File: src/rtl/ac_pkg.sv
// Shared constants and types for the Aho-Corasick table builders and readers.
// The goto-entry struct is the common record format of the goto RAMs.
package ac_pkg;

    localparam int DEPTH   = 32;
    localparam int AW      = 5;
    localparam int CHAR_W  = 4;
    localparam int STATE_W = 8;

    localparam logic [STATE_W-1:0] ROOT_STATE = '0;

    typedef enum logic [1:0] {
        IDLE   = 2'd0,
        SCAN   = 2'd1,
        APPEND = 2'd2,
        DROP   = 2'd3
    } ac_state_e;

    typedef struct packed {
        logic [STATE_W-1:0] cur;
        logic [CHAR_W-1:0]  chara;
        logic [STATE_W-1:0] next;
    } ac_entry_t;

endpackage

File: src/rtl/ac_goto_writer_if.sv
// Character input handshake, goto RAM write port and status of the goto writer.
// master = keyword source / RAM owner, slave = the writer itself.
interface ac_goto_writer_if;
    import ac_pkg::*;

    logic               IN_VALID;
    logic               IN_READY;
    logic [CHAR_W-1:0]  IN_CHAR;
    logic               IN_LAST;

    logic               WR_EN;
    logic [AW-1:0]      WR_ADDR;
    logic [STATE_W-1:0] WR_CUR;
    logic [CHAR_W-1:0]  WR_CHARA;
    logic [STATE_W-1:0] WR_NEXT;

    logic               MATCH_VALID;
    logic [STATE_W-1:0] MATCH_STATE;
    logic [AW:0]        ENTRY_COUNT;
    logic [STATE_W-1:0] STATE_COUNT;
    logic               ERR;

    modport master (
        output IN_VALID, IN_CHAR, IN_LAST,
        input  IN_READY, WR_EN, WR_ADDR, WR_CUR, WR_CHARA, WR_NEXT,
        input  MATCH_VALID, MATCH_STATE, ENTRY_COUNT, STATE_COUNT, ERR
    );

    modport slave (
        input  IN_VALID, IN_CHAR, IN_LAST,
        output IN_READY, WR_EN, WR_ADDR, WR_CUR, WR_CHARA, WR_NEXT,
        output MATCH_VALID, MATCH_STATE, ENTRY_COUNT, STATE_COUNT, ERR
    );

endinterface

File: src/rtl/ac_entry_store.sv
// Shadow copy of the goto entries written so far, read combinationally by SCAN.
// Left unreset on purpose: only entries below ENTRY_COUNT are ever trusted.
module ac_entry_store
    import ac_pkg::*;
(
    input  logic          clk,
    input  logic          we,
    input  logic [AW-1:0] waddr,
    input  ac_entry_t     wdata,
    input  logic [AW-1:0] raddr,
    output ac_entry_t     rdata
);

    ac_entry_t mem [DEPTH];

    always_ff @(posedge clk) begin
        if (we) begin
            mem[waddr] <= wdata;
        end
    end

    assign rdata = mem[raddr];

endmodule

File: src/rtl/ac_goto_writer.sv
// Trie-insertion builder of the Aho-Corasick goto table: resolves each keyword
// character against the existing entries and appends a new state on a miss.
module ac_goto_writer
    import ac_pkg::*;
(
    input  logic             CLK,
    input  logic             RST,
    input  logic             CLR,
    ac_goto_writer_if.slave  bus
);

    localparam logic [AW:0]        ENTRY_MAX   = (AW+1)'(DEPTH);
    localparam logic [STATE_W-1:0] FIRST_STATE = STATE_W'(1);

    ac_state_e          state, state_d;
    logic [STATE_W-1:0] cur, cur_d;
    logic [CHAR_W-1:0]  chr_q, chr_d;
    logic               last_q, last_d;
    logic [AW:0]        idx, idx_d;
    logic [AW:0]        entry_count, entry_count_d;
    logic [STATE_W-1:0] state_count, state_count_d;
    logic               err, err_d;
    logic               match_pend, match_pend_d;
    logic [STATE_W-1:0] match_q, match_d;

    logic               in_ready;
    logic               we;
    logic               match_valid;
    logic               resolve;
    logic [STATE_W-1:0] resolved_state;

    ac_entry_t          rd_entry;
    ac_entry_t          wr_entry;
    logic               scan_done;
    logic               scan_hit;
    logic               table_full;

    assign wr_entry   = '{cur: cur, chara: chr_q, next: state_count};
    assign scan_done  = (idx == entry_count);
    assign scan_hit   = !scan_done && (rd_entry.cur == cur) && (rd_entry.chara == chr_q);
    assign table_full = (entry_count == ENTRY_MAX);

    ac_entry_store u_store (
        .clk   (CLK),
        .we    (we),
        .waddr (entry_count[AW-1:0]),
        .wdata (wr_entry),
        .raddr (idx[AW-1:0]),
        .rdata (rd_entry)
    );

    always_ff @(posedge CLK or negedge RST) begin
        if (!RST) begin
            state       <= IDLE;
            cur         <= ROOT_STATE;
            chr_q       <= '0;
            last_q      <= 1'b0;
            idx         <= '0;
            entry_count <= '0;
            state_count <= FIRST_STATE;
            err         <= 1'b0;
            match_pend  <= 1'b0;
            match_q     <= ROOT_STATE;
        end else begin
            state       <= state_d;
            cur         <= cur_d;
            chr_q       <= chr_d;
            last_q      <= last_d;
            idx         <= idx_d;
            entry_count <= entry_count_d;
            state_count <= state_count_d;
            err         <= err_d;
            match_pend  <= match_pend_d;
            match_q     <= match_d;
        end
    end

    // A completed keyword parks its accepting state in match_q and announces it
    // in the next IDLE cycle, so the walk can restart from root immediately.
    always_comb begin
        state_d        = state;
        cur_d          = cur;
        chr_d          = chr_q;
        last_d         = last_q;
        idx_d          = idx;
        entry_count_d  = entry_count;
        state_count_d  = state_count;
        err_d          = err;
        match_pend_d   = match_pend;
        match_d        = match_q;
        in_ready       = 1'b0;
        we             = 1'b0;
        match_valid    = 1'b0;
        resolve        = 1'b0;
        resolved_state = ROOT_STATE;

        if (CLR) begin
            state_d       = IDLE;
            cur_d         = ROOT_STATE;
            idx_d         = '0;
            entry_count_d = '0;
            state_count_d = FIRST_STATE;
            err_d         = 1'b0;
            match_pend_d  = 1'b0;
        end else begin
            unique case (state)
                IDLE: begin
                    in_ready = 1'b1;
                    if (match_pend) begin
                        match_valid  = 1'b1;
                        match_pend_d = 1'b0;
                    end
                    if (bus.IN_VALID) begin
                        chr_d   = bus.IN_CHAR;
                        last_d  = bus.IN_LAST;
                        idx_d   = '0;
                        state_d = SCAN;
                    end
                end
                SCAN: begin
                    if (scan_done) begin
                        state_d = APPEND;
                    end else if (scan_hit) begin
                        resolve        = 1'b1;
                        resolved_state = rd_entry.next;
                    end else begin
                        idx_d = idx + (AW+1)'(1);
                    end
                end
                APPEND: begin
                    if (!table_full) begin
                        we             = 1'b1;
                        resolve        = 1'b1;
                        resolved_state = state_count;
                        state_count_d  = state_count + FIRST_STATE;
                        entry_count_d  = entry_count + (AW+1)'(1);
                    end else begin
                        err_d = 1'b1;
                        if (last_q) begin
                            cur_d   = ROOT_STATE;
                            state_d = IDLE;
                        end else begin
                            state_d = DROP;
                        end
                    end
                end
                DROP: begin
                    in_ready = 1'b1;
                    if (bus.IN_VALID && bus.IN_LAST) begin
                        cur_d   = ROOT_STATE;
                        state_d = IDLE;
                    end
                end
                default: state_d = IDLE;
            endcase

            if (resolve) begin
                state_d = IDLE;
                if (last_q) begin
                    cur_d        = ROOT_STATE;
                    match_d      = resolved_state;
                    match_pend_d = 1'b1;
                end else begin
                    cur_d = resolved_state;
                end
            end
        end
    end

    assign bus.IN_READY    = in_ready;
    assign bus.WR_EN       = we;
    assign bus.WR_ADDR     = we ? entry_count[AW-1:0] : '0;
    assign bus.WR_CUR      = we ? cur : '0;
    assign bus.WR_CHARA    = we ? chr_q : '0;
    assign bus.WR_NEXT     = we ? state_count : '0;
    assign bus.MATCH_VALID = match_valid;
    assign bus.MATCH_STATE = match_valid ? match_q : ROOT_STATE;
    assign bus.ENTRY_COUNT = entry_count;
    assign bus.STATE_COUNT = state_count;
    assign bus.ERR         = err;

endmodule

File: src/flat_wrapper.sv
// flat-port wrapper written by rule: the top's interface ports become plain ports
module ac_goto_writer_flat import ac_pkg::*;
  (CLK, RST, CLR, bus_IN_VALID, bus_IN_CHAR, bus_IN_LAST, bus_IN_READY, bus_WR_EN, bus_WR_ADDR, bus_WR_CUR, bus_WR_CHARA, bus_WR_NEXT, bus_MATCH_VALID, bus_MATCH_STATE, bus_ENTRY_COUNT, bus_STATE_COUNT, bus_ERR);
  ac_goto_writer_if bus_i ();
  input  logic CLK;
  input  logic RST;
  input  logic CLR;
  input wire logic [$bits(bus_i.IN_VALID)-1:0] bus_IN_VALID;
  input wire logic [$bits(bus_i.IN_CHAR)-1:0] bus_IN_CHAR;
  input wire logic [$bits(bus_i.IN_LAST)-1:0] bus_IN_LAST;
  output wire logic [$bits(bus_i.IN_READY)-1:0] bus_IN_READY;
  output wire logic [$bits(bus_i.WR_EN)-1:0] bus_WR_EN;
  output wire logic [$bits(bus_i.WR_ADDR)-1:0] bus_WR_ADDR;
  output wire logic [$bits(bus_i.WR_CUR)-1:0] bus_WR_CUR;
  output wire logic [$bits(bus_i.WR_CHARA)-1:0] bus_WR_CHARA;
  output wire logic [$bits(bus_i.WR_NEXT)-1:0] bus_WR_NEXT;
  output wire logic [$bits(bus_i.MATCH_VALID)-1:0] bus_MATCH_VALID;
  output wire logic [$bits(bus_i.MATCH_STATE)-1:0] bus_MATCH_STATE;
  output wire logic [$bits(bus_i.ENTRY_COUNT)-1:0] bus_ENTRY_COUNT;
  output wire logic [$bits(bus_i.STATE_COUNT)-1:0] bus_STATE_COUNT;
  output wire logic [$bits(bus_i.ERR)-1:0] bus_ERR;
  assign bus_i.IN_VALID = bus_IN_VALID;
  assign bus_i.IN_CHAR = bus_IN_CHAR;
  assign bus_i.IN_LAST = bus_IN_LAST;
  assign bus_IN_READY = bus_i.IN_READY;
  assign bus_WR_EN = bus_i.WR_EN;
  assign bus_WR_ADDR = bus_i.WR_ADDR;
  assign bus_WR_CUR = bus_i.WR_CUR;
  assign bus_WR_CHARA = bus_i.WR_CHARA;
  assign bus_WR_NEXT = bus_i.WR_NEXT;
  assign bus_MATCH_VALID = bus_i.MATCH_VALID;
  assign bus_MATCH_STATE = bus_i.MATCH_STATE;
  assign bus_ENTRY_COUNT = bus_i.ENTRY_COUNT;
  assign bus_STATE_COUNT = bus_i.STATE_COUNT;
  assign bus_ERR = bus_i.ERR;
  ac_goto_writer u_core (.CLK(CLK), .RST(RST), .CLR(CLR), .bus(bus_i));
endmodule
File: config.mk
export PLATFORM = sky130hd
export DESIGN_NAME = ac_goto_writer_flat
export DESIGN_NICKNAME = d
export VERILOG_FILES = /design/src/rtl/ac_pkg.sv /design/src/rtl/ac_goto_writer_if.sv /design/src/rtl/ac_entry_store.sv /design/src/rtl/ac_goto_writer.sv /design/src/flat_wrapper.sv
export SDC_FILE = /design/constraint.sdc
export NUM_CORES = 1
export LEC_CHECK = 0
export ABC_CLOCK_PERIOD_IN_PS = 5200
export BUFFER_PORTS_ARGS = -buffer_cell sky130_fd_sc_hd__buf_2
export CELL_PAD_IN_SITES_DETAIL_PLACEMENT = 1
export CELL_PAD_IN_SITES_GLOBAL_PLACEMENT = 1
export CORE_UTILIZATION = 50
export DETAILED_ROUTE_END_ITERATION = 6
export GPL_TIMING_DRIVEN = 0
export HOLD_SLACK_MARGIN = 0.02
export PLACE_DENSITY = 0.85
export RECOVER_POWER = 100
export SETUP_SLACK_MARGIN = 0.5
export SLEW_MARGIN = 25
export SYNTH_ARGS = -nofsm -noshare
export SYNTH_HDL_FRONTEND = slang
export SYNTH_SLANG_ARGS = --single-unit
export TNS_END_PERCENT = 100
File: constraint.sdc
create_clock -name CLK -period 5.2 [get_ports CLK]
set_clock_uncertainty 0.2 [all_clocks]
set_input_delay 1.04 -clock CLK [delete_from_list [all_inputs] [get_ports CLK]]
set_output_delay 1.04 -clock CLK [all_outputs]
set_load 0.03 [all_outputs]
==> results.md, run 1 <==
Outcome:
- The run finished, with violations left.
- The checks that failed: max-capacitance violations, max-slew violations.

Clock network:
- The largest buffer count on any clock path is 3.
- The number of clock sinks is 685.
- The TritonCTS clock tree is done.
- In this run, CTS created clock tree buffers numbering 70.
- CTS built an H-tree with a depth of 3.
- The latest clock arrival within the worst-skew pair is 0.63 ns.
- In this run the clock root is driven by a clkbuf_16.
- The clock transition at the register clock pins on the worst setup and hold paths after CTS is 0.07 ns.

Die:
- The horizontal die dimension is 237 um.
- The total area inside the core boundary comes to between 50000 and 60000 um^2.
- The I/O pin count is 60.
- The floorplan step defined a die boundary enclosing 56200 um^2.
- The initial utilization of the core area, before any placement, comes to 51.0%.
- The floorplan has 85 rows.
- In this run the vertical extent of the chip is roughly 240 um.

STA:
- In the final timing run, aggregate negative setup slack is 0 ns.
- Hold timing on the final database bottoms out at a slack of about 0.31 ns.
- The count of pins over their slew limit is between 200 and 250.
- The hold violation count in the final report came to 0.
- The transition at the pin with the smallest max-transition slack is 2.95 ns.
- After layout, the minimum clock period comes to around 4.9 ns.
- After layout, the worst path uses a little over nine tenths of the clock period.
- The number of setup violations in the final report is 0.
- The relative max-transition margin is -96.9%.
- Setup repair after global routing left no endpoint under its margin.
- The highest achievable clock rate is just over 200 MHz.

Global route:
- The wire length of the first global-routing pass is between 100 and 150 mm.
- Global routing finished with a remaining overflow of 0.
- The total routing resource utilization after global routing is between 30% and 40%.
- The via count of the first global-routing pass came to about 17000.
- Entering global routing, the biggest net connects 46 pins.
- The initial antenna violation count is 4.

Drt:
- The detail-routed via count per cell is 6.86.
- The routed wire length is 89.5 mm.
- The detailed router placed around 17000 vias in this run.
- The number of nets with antenna violations after routing is 0.
- The first-pass iteration count of the detailed router is 5.
- The first routing iteration left around 2800 violations.
- The routed length per instance is ~37 um.
- For this run, design rule violations remaining after detail routing come to 0.

Worst setup path:
- The origin of the critical flop-to-flop path is u_core.bus.ENTRY_COUNT[1]$_DFFE_PN0P_.
- The worst setup path is of the reg2reg kind.
- Walking the worst path, the cells encountered are inv_1, ha_1, nand2_1, nor2_1, nor2b_1, clkbuf_1, and2_0, clkbuf_1, nand2_1, nor2_1, buf_16.
- The endpoint identified for the worst register-to-register timing path is u_core.u_store.mem[10][12]$_DFFE_PP_.
- For this run, the slowest stage of the critical path takes 1.44 ns.
- Data arrives at the worst endpoint at between 4 and 5 ns.
- For the worst setup path, the data required time is about 5.3 ns.
- The slowest cell on the critical path is nor2_1.
- The startpoint class of the critical path is a flip-flop.
- The largest fanout of any net on the critical path is 12.
- The worst setup path startpoint is u_core.bus.ENTRY_COUNT[1]$_DFFE_PN0P_.
- For the worst flop-to-flop path, the logic depth is 11.
- For flop-to-flop paths, the worst setup slack is 0.33 ns.
- The worst setup path endpoint is u_core.u_store.mem[10][12]$_DFFE_PP_.
- The kind of capture point of the worst setup path is a flip-flop.

Logic synthesis:
- The post-synthesis net count is about 1500.
- The synthesized cell area is between 20000 and 30000 um^2.
- After synthesis, the share of flip-flops with an asynchronous set or reset is 6.57%.
- Sequential cells were found to cover 73.7% of the synthesized design area.
- Each instance of the synthesized netlist takes up on average 18.5 um^2.
- Synthesis produced a netlist whose cell count is roughly 1500.
- The predominant post-synthesis flop cell is edfxtp_1.
- Counting flops with a built-in enable in the synthesized netlist gives 640.
- During synthesis, Yosys emitted a total of 0 warnings.
- The number of synthesized register bits is between 600 and 700.
- The number of distinct standard cells referenced by the synthesized netlist is 54.

Min path:
- The min-delay analysis places its worst path in the category reg2reg.

Power:
- The leakage power total is ~10 nW.
- The power density over the cells is between 300 and 400 nW/um^2.
- Across the VDD grid, the largest voltage drop is 0.327 mV.

Flow run:
- The tool flagged a number of max-cap violations equal to 9.

Place:
- The count of buffers inserted at the top-level ports is 58.
- The number of placed instances with taps included is ~2300.
- At the end of routability-driven placement, the weighted congestion stood at 0.886.
- The half-perimeter wire length after detailed placement is approximately 55 mm.

Cells and area:
- Measured on the finished design, the core utilization comes to approximately 59%.
- The final layout contains roughly 1700 nets.
- Compared with the post-synthesis result, the final layout area differs by 15.0%.
- The finished layout holds approximately 2400 standard cells, fillers aside.
- The fraction of layout instances using a drive strength above 1 is a little under a fifth.
-- cell usage after synthesis, types with 3 or more instances --
cell	n	area share [%]
a21oi_1	35	0.63
a211oi_1	3	0.082
a21o_1	4	0.11
mux4_2	103	8.4
a31oi_1	3	0.068
o21ai_0	20	0.36
buf_6	14	0.57
ha_1	11	0.50
inv_1	17	0.23
nand2b_1	3	0.068
o22ai_1	4	0.091
a221oi_1	5	0.16
a32o_1	3	0.11
xnor2_1	15	0.48
mux2_2	9	0.37
nand2_1	67	0.91
nor4_1	8	0.18
mux2i_1	157	5.7
buf_2	20	0.36
nand4_1	12	0.27
or3_1	4	0.091
a22o_1	9	0.29
nand3b_1	3	0.082
edfxtp_1	640	70
buf_4	6	0.16
a22oi_1	55	1.5
or2_2	4	0.091
and3_1	30	0.68
o221ai_1	7	0.22
nor2_1	65	0.88
and2_1	14	0.32
clkbuf_1	35	0.48
buf_1	3	0.041
xor2_1	14	0.44
nor2b_1	9	0.20
nand3_1	19	0.34
dfrtp_1	44	4.0
-- stage by stage --
stage	power (W)	instance area (um^2)	worst slack, ns
2_1_floorplan	0.00704	27600	1.50
3_3_place_gp	0.00736	28800	0.00794
3_5_place_dp	0.00748	29900	0.466
4_1_cts	0.0124	32100	0.574
5_1_grt	0.0126	31700	0.311
6_report	0.0124	31700	0.328
-- area by class of cell --
| cell class | instances | area (um^2) |
|---|---|---|
| fill | 4662 | 22400 |
| sequential | 685 | 20300 |
| multi-input combinational | 710 | 6720 |
| clock buffer | 94 | 1950 |
| timing repair buffer | 90 | 1000 |
| tap | 696 | 871 |
| buffer | 81 | 495 |
| clock inverter | 33 | 269 |
| inverter | 19 | 71.3 |
| antenna | 2 | 5.00 |
-- timing repair --
action	in CTS	in global routing
hold buffers	0	0
resized for setup	4	7
buffers inserted	0	0
gates cloned	0	0
setup endpoints to repair	26	17
-- critical path: cells and delay by family, from the launching register on --
family / cells / cell delay (ns)
buf+inv: 4 / 1.16
flops: 1 / 0.62
simple gates: 6 / 2.27
fa+ha+maj: 1 / 0.27
-- cells by family (layout without fill, tap and decap cells) --
group           after synthesis  count (layout)  synth area share (%)
compound gates              154             154                  3.82
xor+xnor                     29              29                 0.920
fa+ha+maj                    11              11                 0.499
buf+inv                     100             317                  2.05
flops                       685             685                  73.7
mux                         270             270                  14.5
other cells                   0               2                     0
simple gates                246             246                  4.50
-- per-layer routing --
| metal | vias to the layer above | wire length, um | GRT usage [%] |
|---|---|---|---|
| li1 | 6315 | - | - |
| met1 | 8476 | 31100 | 40.8 |
| met2 | 1407 | 43100 | 52.6 |
| met3 | 344 | 9890 | 7.55 |
| met4 | 2 | 5430 | 17.2 |
| met5 | - | 12 | 0 |
-- state kept, by name (all words and copies together) (netlist names), 2 cells and up --
signal	cells
u_core.cur	8
u_core.state	2
u_core.chr_q	4
u_core.match_q	8
u_core.bus.STATE_COUNT	8
u_core.idx	6
u_core.bus.ENTRY_COUNT	6
u_core.u_store.mem	640
-- where the power goes --
part           total, W  internal, W  switching, W  leakage [nW]
Sequential      0.00658      0.00628      0.000304          6.48
Clock           0.00497      0.00284       0.00213          1.09
Combinational  0.000876     0.000270      0.000606          2.61
-- worst min path at each step --
stage	cells past startpoint	end	slack, ns	start
global placement	2	u_core.bus.ERR$_DFFE_PN0P_	0.28	u_core.bus.ERR$_DFFE_PN0P_
floorplan	1	u_core.match_q[0]$_DFFE_PN0P_	0.26	u_core.match_q[0]$_DFFE_PN0P_
detailed placement	1	u_core.match_q[0]$_DFFE_PN0P_	0.29	u_core.match_q[0]$_DFFE_PN0P_
CTS	1	u_core.bus.ENTRY_COUNT[5]$_DFFE_PN0P_	0.27	RST
finish	1	u_core.match_q[0]$_DFFE_PN0P_	0.31	u_core.match_q[0]$_DFFE_PN0P_
global route	1	u_core.match_q[7]$_DFFE_PN0P_	0.33	u_core.match_q[7]$_DFFE_PN0P_
-- layout by cell type, fill, tap and decap left out, types with 19 or more instances in the layout --
master | Yosys | layout
edfxtp_1 | 640 | 640
mux2i_1 | 157 | 157
mux4_2 | 103 | 103
clkbuf_1 | 35 | 91
clkbuf_16 | 0 | 72
nand2_1 | 67 | 67
nor2_1 | 65 | 59
a22oi_1 | 55 | 55
dfrtp_1 | 44 | 44
buf_2 | 20 | 35
a21oi_1 | 35 | 35
and3_1 | 30 | 30
buf_16 | 0 | 26
o21ai_0 | 20 | 20
nand3_1 | 19 | 19
Power figures use the tool's default switching activity.
==> run 2: changes to the inputs <==
==> constraint.sdc (replaced) <==
create_clock -name CLK -period 5.2 [get_ports CLK]
set_clock_uncertainty 0.2 [all_clocks]
set_input_delay 1.3 -clock CLK [delete_from_list [all_inputs] [get_ports CLK]]
set_output_delay 1.3 -clock CLK [all_outputs]
set_load 0.03 [all_outputs]
==> run 2 against run 1 <==
Critical path depth fell by 2; highest routed layer unchanged; the run still ends with max-capacitance violations, max-slew violations left; cell area fell by 0.32%; sequential cell count did not move; non-clock buffer count did not move; register-to-register slack got worse by 0.04 ns.
==> results.md, run 2 (synthesis results as in run 1) <==
Outcome:
- The run finished, with violations left.
- The final reports fail on max-capacitance violations, max-slew violations.

Worst setup path:
- At the worst endpoint, the arrival time is just under 5 ns.
- Walking the worst path, the cells encountered are inv_1, ha_1, nor2b_1, clkbuf_1, and2_0, clkbuf_1, nand2_1, nor2_1, clkbuf_2.
- The required time of the critical path is 5.24 ns.
- The most frequent cell on the critical path is clkbuf_1.
- In this run the worst path has a maximum fanout of 14.
- The total buffers and inverters traversed by the critical path is 4.
- The worst setup path is launched from a flip-flop.
- The critical setup path kind is reg2reg.
- STA classifies the critical path endpoint as a flip-flop.
- The slowest cell on the critical path is nor2_1.
- For this run, the slowest stage of the critical path takes around 1.1 ns.
- The top cell family by delay on the critical path is simple AND/OR/NAND/NOR gates.

Drt:
- The routed length per instance is 37.2 um.
- The routed wire length is about 90 mm.
- Before antenna repair, the detailed router went through 5 iterations.
- The number of nets with antenna violations after routing is 0.
- The number of vias after detailed routing is roughly 16000.
- After the first detailed-routing iteration, the DRC count stood at between 2000 and 3000.
- After detailed routing, the number of remaining DRC violations is 0.
- The detail-routed via count per cell is roughly 6.8.

STA:
- The worst slack on hold paths is ~0.3 ns.
- The relative max-transition margin is -98.1%.
- The count of pins over their slew limit is about 190.
- The highest achievable clock rate is roughly 200 MHz.
- The transition at the pin with the smallest max-transition slack is about 3.0 ns.
- In the final timing run, aggregate negative setup slack is 0 ns.
- The share of the clock period used by the worst path is about 95%.
- Setup repair after global routing left no endpoint under its margin.
- Setup violations remaining at the end of the flow were counted as 0.
- The hold violation count in the final report is 0.
- The final period demand of the worst path is a little under 5 ns.

Power:
- Power comes to 0.0124 W.
- Summed over all cells, the static leakage comes to a little over 10 nW.
- The worst-case IR drop observed on VDD is between 0.3 and 0.4 mV.
- For this design the ratio of total power to cell area is between 300 and 400 nW/um^2.

Place:
- The number of placed instances, taps included, is 2281.
- In this run the tool buffered the top-level ports with a little under 60 buffer cells.
- The final RePlAce weighted congestion is between 0.8 and 0.9.
- The half-perimeter wire length after detailed placement is about 55 mm.

Cells and area:
- From synthesis to final layout, the design area changed by 14.6%.
- The most flop-heavy register is u_core.u_store.mem.
- The final cell count without fillers is 2411.
- The fraction of layout instances using a drive strength above 1 is approximately a fifth.
- The net total in the final layout is 1677.
- Fill cells in the final layout number around 4700.
- The top cell types in the final layout, fill and taps aside, are edfxtp_1, mux2i_1, mux4_2, clkbuf_1, clkbuf_16.
- The most common library cell in the layout ignoring fill and taps is edfxtp_1.
- The flip-flop count of the largest register, all copies and words added is 640.

Global route:
- The first global-routing pass estimated approximately 130 mm of wire.
- The aggregate global routing overflow is 0.
- For this run, the total global-route usage over all layers was measured as ~32%.
- The initial antenna violation count came to 5.
- The via count of the first global-routing pass is 17300.
- The maximum number of pins on one net before global-route repair is 46.

Die:
- Measured along the x axis, the die boundary spans 237 um.
- The core area is 54100 um^2.
- The number of core rows is 85.
- The I/O pin count is 60.
- The initial utilization of the core area, before any placement, comes to about half.
- The die is 237 um tall.
- The die covers ~56000 um^2.

Min path:
- The tightest min-delay check is of the reg2reg type.

Flow run:
- The max capacitance violation total is 15.

Clock network:
- The number of CTS-inserted buffers is 70.
- For the worst-skew pair, the clock arrives at the later sink with an insertion delay of 0.63 ns.
- The buffer type at the clock tree root is clkbuf_16.
- The clock transition at the register clock pins on the worst setup and hold paths after CTS is 0.06 ns.
- The number of H-tree levels is 3.
- TritonCTS built the clock tree.
- The number of buffers added for setup after CTS is 0.
- The number of clock sinks is between 600 and 700.
- The clock passes through at most 3 buffers.
==> run 2: path summary, 6_finish.rpt <==
check                                              startpoint                                     to  slack, ns  depth (start not counted)
worst max register to register    u_core.state[0]$_DFFE_PN0P_   u_core.u_store.mem[28][12]$_DFFE_PP_       0.28                          9
min in group asynchronous                                 RST            u_core.chr_q[0]$_DFFE_PN0P_       1.42                          1
worst min-delay path            u_core.match_q[0]$_DFFE_PN0P_          u_core.match_q[0]$_DFFE_PN0P_       0.31                          1
worst min register to register  u_core.match_q[0]$_DFFE_PN0P_          u_core.match_q[0]$_DFFE_PN0P_       0.31                          1
max in group asynchronous                                 RST  u_core.bus.ENTRY_COUNT[0]$_DFFE_PN0P_       1.47                          1
worst max-delay path              u_core.state[0]$_DFFE_PN0P_   u_core.u_store.mem[28][12]$_DFFE_PP_       0.28                          9
==> run 2: per-stage QoR <==
step / area [um^2] / setup WS [ns] / util, %
after floorplan: 27600 / 1.17 / -
final: 31600 / 0.285 / 58.4
after detailed placement: 29900 / 0.466 / 55.2
after global placement: 28800 / -0.252 / 53.1
after global routing: 31600 / 0.268 / 58.4
after CTS: 32100 / 0.529 / 59.3
==> run 2: routing by layer <==
metal / wire (um) / track usage, % / vias up
met4: 5370 / 17.2 / 4
met3: 9760 / 7.62 / 351
li1: - / - / 6332
met1: 31500 / 40.8 / 8410
met5: 27 / 0 / -
met2: 43000 / 52.6 / 1383
==> run 2: power by group <==
group	leakage, nW	switching [W]	total (W)	internal, W
registers	6.48	0.000304	0.00659	0.00628
logic	2.64	0.000605	0.000877	0.000271
clock network	1.09	0.00212	0.00496	0.00284
==> run 2: what timing repair did <==
| action | in CTS | in global routing |
|---|---|---|
| gates resized for setup | 6 | 10 |
| setup endpoints to repair | 28 | 18 |
| hold buffers | 0 | 0 |
==> run 2: area by class of cell <==
cell class / instances / area, um^2 / share of cell area, %
diodes: 3 / 7.51 / 0.0237
multi-input cells: 710 / 6680 / 21.1
well taps: 696 / 871 / 2.75
plain buffers: 81 / 500 / 1.58
clock buffers: 94 / 1950 / 6.18
clock inverters: 33 / 269 / 0.851
inverters: 19 / 71.3 / 0.225
flip-flops and latches: 685 / 20300 / 64.3
repair buffers: 90 / 930 / 2.94
